File: src/rtl/return_addr_stack.sv
// Return-address stack holding offset-relative link addresses; pops rebase onto the current jump offset.
// RAS_OVERFLOW_WRAP_EN: when defined, a push while full overwrites the oldest entry instead of being dropped.
module return_addr_stack #(
    parameter int DEPTH = 8,
    parameter int AW    = 32
) (
    input  logic                     CLK,
    input  logic                     RST,
    input  logic                     Push,
    input  logic [AW-1:0]            PushADDR,
    input  logic                     Pop,
    input  logic [AW-1:0]            JumpOffset,
    input  logic                     ClrFlags,
    output logic [AW-1:0]            ReturnADDR,
    output logic                     ReturnValid,
    output logic                     Empty,
    output logic                     Full,
    output logic [$clog2(DEPTH):0]   Count,
    output logic                     Overflow,
    output logic                     Underflow
);

    localparam int PW = $clog2(DEPTH);
    localparam logic [PW:0]   FULL_COUNT = (PW+1)'(DEPTH);
    localparam logic [PW-1:0] TOP_RESET  = PW'(DEPTH - 1);
`ifdef RAS_OVERFLOW_WRAP_EN
    localparam bit WRAP = 1'b1;
`else
    localparam bit WRAP = 1'b0;
`endif

    logic [AW-1:0] mem [DEPTH];
    logic [PW-1:0] top;
    logic [PW-1:0] top_inc;
    logic [PW-1:0] top_dec;
    logic [PW-1:0] wr_idx;
    logic          pop_ok;
    logic          pop_unf;
    logic          push_wr;
    logic          push_drop;
    logic          push_only;

    assign Empty = (Count == '0);
    assign Full  = (Count == FULL_COUNT);

    always_comb begin
        top_inc   = top + 1'b1;
        top_dec   = top - 1'b1;
        pop_ok    = Pop && !Empty;
        pop_unf   = Pop && Empty;
        push_only = Push && !pop_ok;
        // A push paired with a successful pop replaces the top slot in place.
        push_wr   = Push && (pop_ok || !Full || WRAP);
        push_drop = push_only && Full && !WRAP;
        wr_idx    = pop_ok ? top : top_inc;
    end

    always_ff @(posedge CLK) begin
        if (push_wr) begin
            mem[wr_idx] <= PushADDR - JumpOffset;
        end
    end

    always_ff @(posedge CLK or posedge RST) begin
        if (RST) begin
            top         <= TOP_RESET;
            Count       <= '0;
            ReturnADDR  <= '0;
            ReturnValid <= 1'b0;
            Overflow    <= 1'b0;
            Underflow   <= 1'b0;
        end else begin
            ReturnValid <= pop_ok;
            if (pop_ok) begin
                ReturnADDR <= mem[top] + JumpOffset;
            end
            if (pop_ok && !Push) begin
                top   <= top_dec;
                Count <= Count - 1'b1;
            end else if (push_only && !Full) begin
                top   <= top_inc;
                Count <= Count + 1'b1;
            end else if (push_only && Full && WRAP) begin
                top <= top_inc;
            end
            // New events win over a simultaneous clear.
            Overflow  <= (Overflow  && !ClrFlags) || push_drop;
            Underflow <= (Underflow && !ClrFlags) || pop_unf;
        end
    end

endmodule
File: config.mk
export PLATFORM = sky130hd
export DESIGN_NAME = return_addr_stack
export DESIGN_NICKNAME = d
export VERILOG_FILES = /design/src/rtl/return_addr_stack.sv
export SDC_FILE = /design/constraint.sdc
export NUM_CORES = 1
export LEC_CHECK = 0
export BUFFER_PORTS_ARGS = -buffer_cell sky130_fd_sc_hd__buf_2
export CORE_MARGIN = 10
export CORE_UTILIZATION = 45
export CTS_CLUSTER_DIAMETER = 80
export DETAILED_ROUTE_END_ITERATION = 10
export SLEW_MARGIN = 20
export SYNTH_ARGS = -nofsm -noshare
export SYNTH_HDL_FRONTEND = slang
export SYNTH_SLANG_ARGS = --single-unit
File: constraint.sdc
create_clock -name CLK -period 13.3 [get_ports CLK]
set_clock_uncertainty 0.15 [all_clocks]
set_input_delay 2.66 -clock CLK [delete_from_list [all_inputs] [get_ports CLK]]
set_output_delay 2.66 -clock CLK [all_outputs]
set_load 0.02 [all_outputs]
==> impl_metrics.env <==
export IMPL_clockBufferDepth=3
export IMPL_cts_htree_levels=2
export IMPL_synthCells=1104
export IMPL_mostFrequentLayoutCells="256 x edfxtp_1, 174 x nand2_1, 109 x buf_2"
export IMPL_fin_crit_ns=5.788
export IMPL_ys_flop_type="edfxtp_1"
export IMPL_fp_coreArea_um2=32450
export IMPL_track_usage_pct=18.36
export IMPL_wl_met3_um=2149
export IMPL_num_vias=9472
export IMPL_synth_nets=1242
export IMPL_io_buffers=109
export IMPL_globalRoute_totalOverflow=0
export IMPL_ys_seq_area_share_pct=59.34
export IMPL_worst_pin_slew_ns=1.033
export IMPL_cts_tree="done"
export IMPL_holdWs_ns=0.3259
export IMPL_power_density_nw_per_um2=239.6
export IMPL_critical_path_buf_inv_count=2
export IMPL_final_layout_size_suffix_gt1_share_pct=21.08
export IMPL_m1WireLength_um=17210
export IMPL_viasPerCell=5.621
export IMPL_grt_setup_unrepaired="false"
export IMPL_path_clk_slew_ns=0.06
export IMPL_drt_iter0_markers=791
export IMPL_root_buffer="clkbuf_16"
export IMPL_clock_sinks=298
export IMPL_critPathCaptureType="flip-flop"
export IMPL_yosysWarnings=0
export IMPL_irDropWorstVdd_v=0.0001098
export IMPL_crit_chain="buf_2, inv_1, ha_1, nor2b_1, o31a_1, o31ai_1, o211ai_1, a21oi_1, o31ai_1, o311ai_1"
export IMPL_async_reset_ff_share_pct=14.09
export IMPL_grt_pass1_vias=9642
export IMPL_wl_met2_um=17500
export IMPL_hold_class="flip-flop to flip-flop"
export IMPL_crit_slowest_cell="o311ai_1"
export IMPL_dp_cells=1626
export IMPL_synth_area_per_cell_um2=13.34
export IMPL_io_pins=110
export IMPL_layout_commonest_cell="edfxtp_1"
export IMPL_critPathMaxFanout=8
export IMPL_post_cts_buffers=0
export IMPL_fin_crit_sh_pct=43.52
export IMPL_place_hpwl_um=25320
export IMPL_die_area_um2=40380
export IMPL_worstReg2RegEnd="ReturnADDR[27]$_DFFE_PP0P_"
export IMPL_synth_enable_flop_cells=256
export IMPL_routed_top_layer="met4"
export IMPL_fmax_mhz=172.8
export IMPL_finalSetupViolCount=0
export IMPL_postCtsHoldBufs=0
export IMPL_start_util_pct=45.40
export IMPL_die_h_um=200.9
export IMPL_maxSlewViolCount=0
export IMPL_synth_area_um2=14730
export IMPL_grt_pass1_wl_um=57850
export IMPL_worstHoldEndpoint="ReturnADDR[13]$_DFFE_PP0P_"
export IMPL_gp_congestion=0.8681
export IMPL_first_pass_iters=5
export IMPL_clk_latency_ns=0.51
export IMPL_max_cap_violations=0
export IMPL_finalSetupTns_ns=0
export IMPL_wl_per_cell_um=22.22
export IMPL_path_common_cell="o31ai_1"
export IMPL_worst_r2r_setup_slack_ns=8.04
export IMPL_n_antenna_cell=0
export IMPL_arrival_ns=5.83
export IMPL_critPathKind="input pin to flip-flop"
export IMPL_cts_resized_gates=0
export IMPL_fin_nets=1358
export IMPL_outcome="finished, final reports clean"
export IMPL_die_x_um=200.9
export IMPL_antenna_found_initial=0
export IMPL_relSlewSlack_pct=31.12
export IMPL_critPathRequiredTime_ns=13.34
export IMPL_synth_cell_types=74
export IMPL_hold_path_cell_count=2
export IMPL_ff2ff_path_depth=13
export IMPL_final_hold_viol_count=0
export IMPL_area_growth_pct=13.84
export IMPL_grt_max_degree=69
export IMPL_critical_path_max_stage_delay_ns=0.74
export IMPL_p_leak_nw=6.458
export IMPL_postSynthRegisterBits=298
export IMPL_crit_path_start_kind="input pin"
export IMPL_drc=0
export IMPL_rows=66
export IMPL_path_delay_family="compound AO/OA/AOI/OAI gates"
export IMPL_reg2reg_from="top[0]$_DFFE_PP1P_"
export IMPL_min_delay_start="ReturnADDR[13]$_DFFE_PP0P_"
export IMPL_fin_util_pct=51.68
export IMPL_routed_wl_um=37450
export IMPL_final_antenna_net_count=0
export IMPL_numCtsBuffers=34
export IMPL_instances_no_fill=1685
-- through the flow --
step,setup WS (ns),cell area (um2),total power [mW]
3_3_place_gp,7.223,15750,3.150
2_1_floorplan,7.956,14730,2.649
6_report,7.512,16770,4.019
3_5_place_dp,7.109,15750,3.169
4_1_cts,7.609,16770,4.036
5_1_grt,7.320,16770,4.275
-- metal layers --
metal,global-route usage [%],vias to the layer above
met3,2.888,51
met4,3.814,0
li1,-,4379
met5,0,-
met1,25.96,4756
met2,29.37,286
-- area by class of cell --
type	count	area [um2]
sequential	298	8746
clock buffer	40	894.6
timing repair buffer	122	643.1
multi-input combinational	706	5592
tap	442	553.0
clock inverter	19	126.4
inverter	58	217.7
fill	2840	15680
-- kinds of logic after synthesis --
logic type / share of synthesized area, %
compound gates: 9.953
mux: 9.851
simple gates: 8.331
buf+inv: 2.828
xor+xnor: 3.686
fa+ha+maj: 6.013
flops: 59.34
-- sequential cells by signal, summed over array words and instances, names as in the netlist --
register     cells
ReturnADDR      32
Underflow        1
mem            256
ReturnValid      1
top              3
Count            4
Overflow         1
-- worst min-delay path, stage by stage, from the launching register on --
cell	delay, ns
dfrtp_1	0.34
nand2_1	0.05
o21ai_0	0.06
-- worst max-delay path by stage --
stage               slack [ns]              endpoint  depth (start not counted)           from
finish                    7.51  mem[0][29]$_DFFE_PP_                         10  JumpOffset[1]
global route              7.32  mem[0][29]$_DFFE_PP_                         10  JumpOffset[1]
global placement          7.22  mem[4][29]$_DFFE_PP_                         10  JumpOffset[1]
detailed placement        7.11  mem[5][29]$_DFFE_PP_                         10  JumpOffset[1]
CTS                       7.61  mem[1][29]$_DFFE_PP_                         10  JumpOffset[1]
floorplan                 7.96   mem[4][0]$_DFFE_PP_                          6            Pop
-- cell usage after synthesis (19+ instances only) --
master | number | area [um2]
edfxtp_1 | 256 | 7687
nor2_1 | 47 | 176.4
mux4_2 | 64 | 1441
clkbuf_1 | 19 | 71.32
nand2_1 | 174 | 653.1
a21oi_1 | 50 | 250.2
xor2_1 | 27 | 236.5
ha_1 | 66 | 825.8
o21ai_0 | 56 | 280.3
dfrtp_1 | 39 | 975.9
inv_1 | 56 | 210.2
a21o_1 | 22 | 165.2
xnor2_1 | 35 | 306.5
-- where the power goes --
| part | internal [mW] | switching, mW | total, mW | leakage, nW |
|---|---|---|---|---|
| Combinational | 0.691 | 1.10 | 1.79 | 3.13 |
| Sequential | 1.26 | 0.103 | 1.36 | 2.82 |
| Clock | 0.501 | 0.364 | 0.865 | 0.505 |
| Total | 2.45 | 1.57 | 4.02 | 6.46 |
No activity file was read; power rests on OpenSTA's default activity.
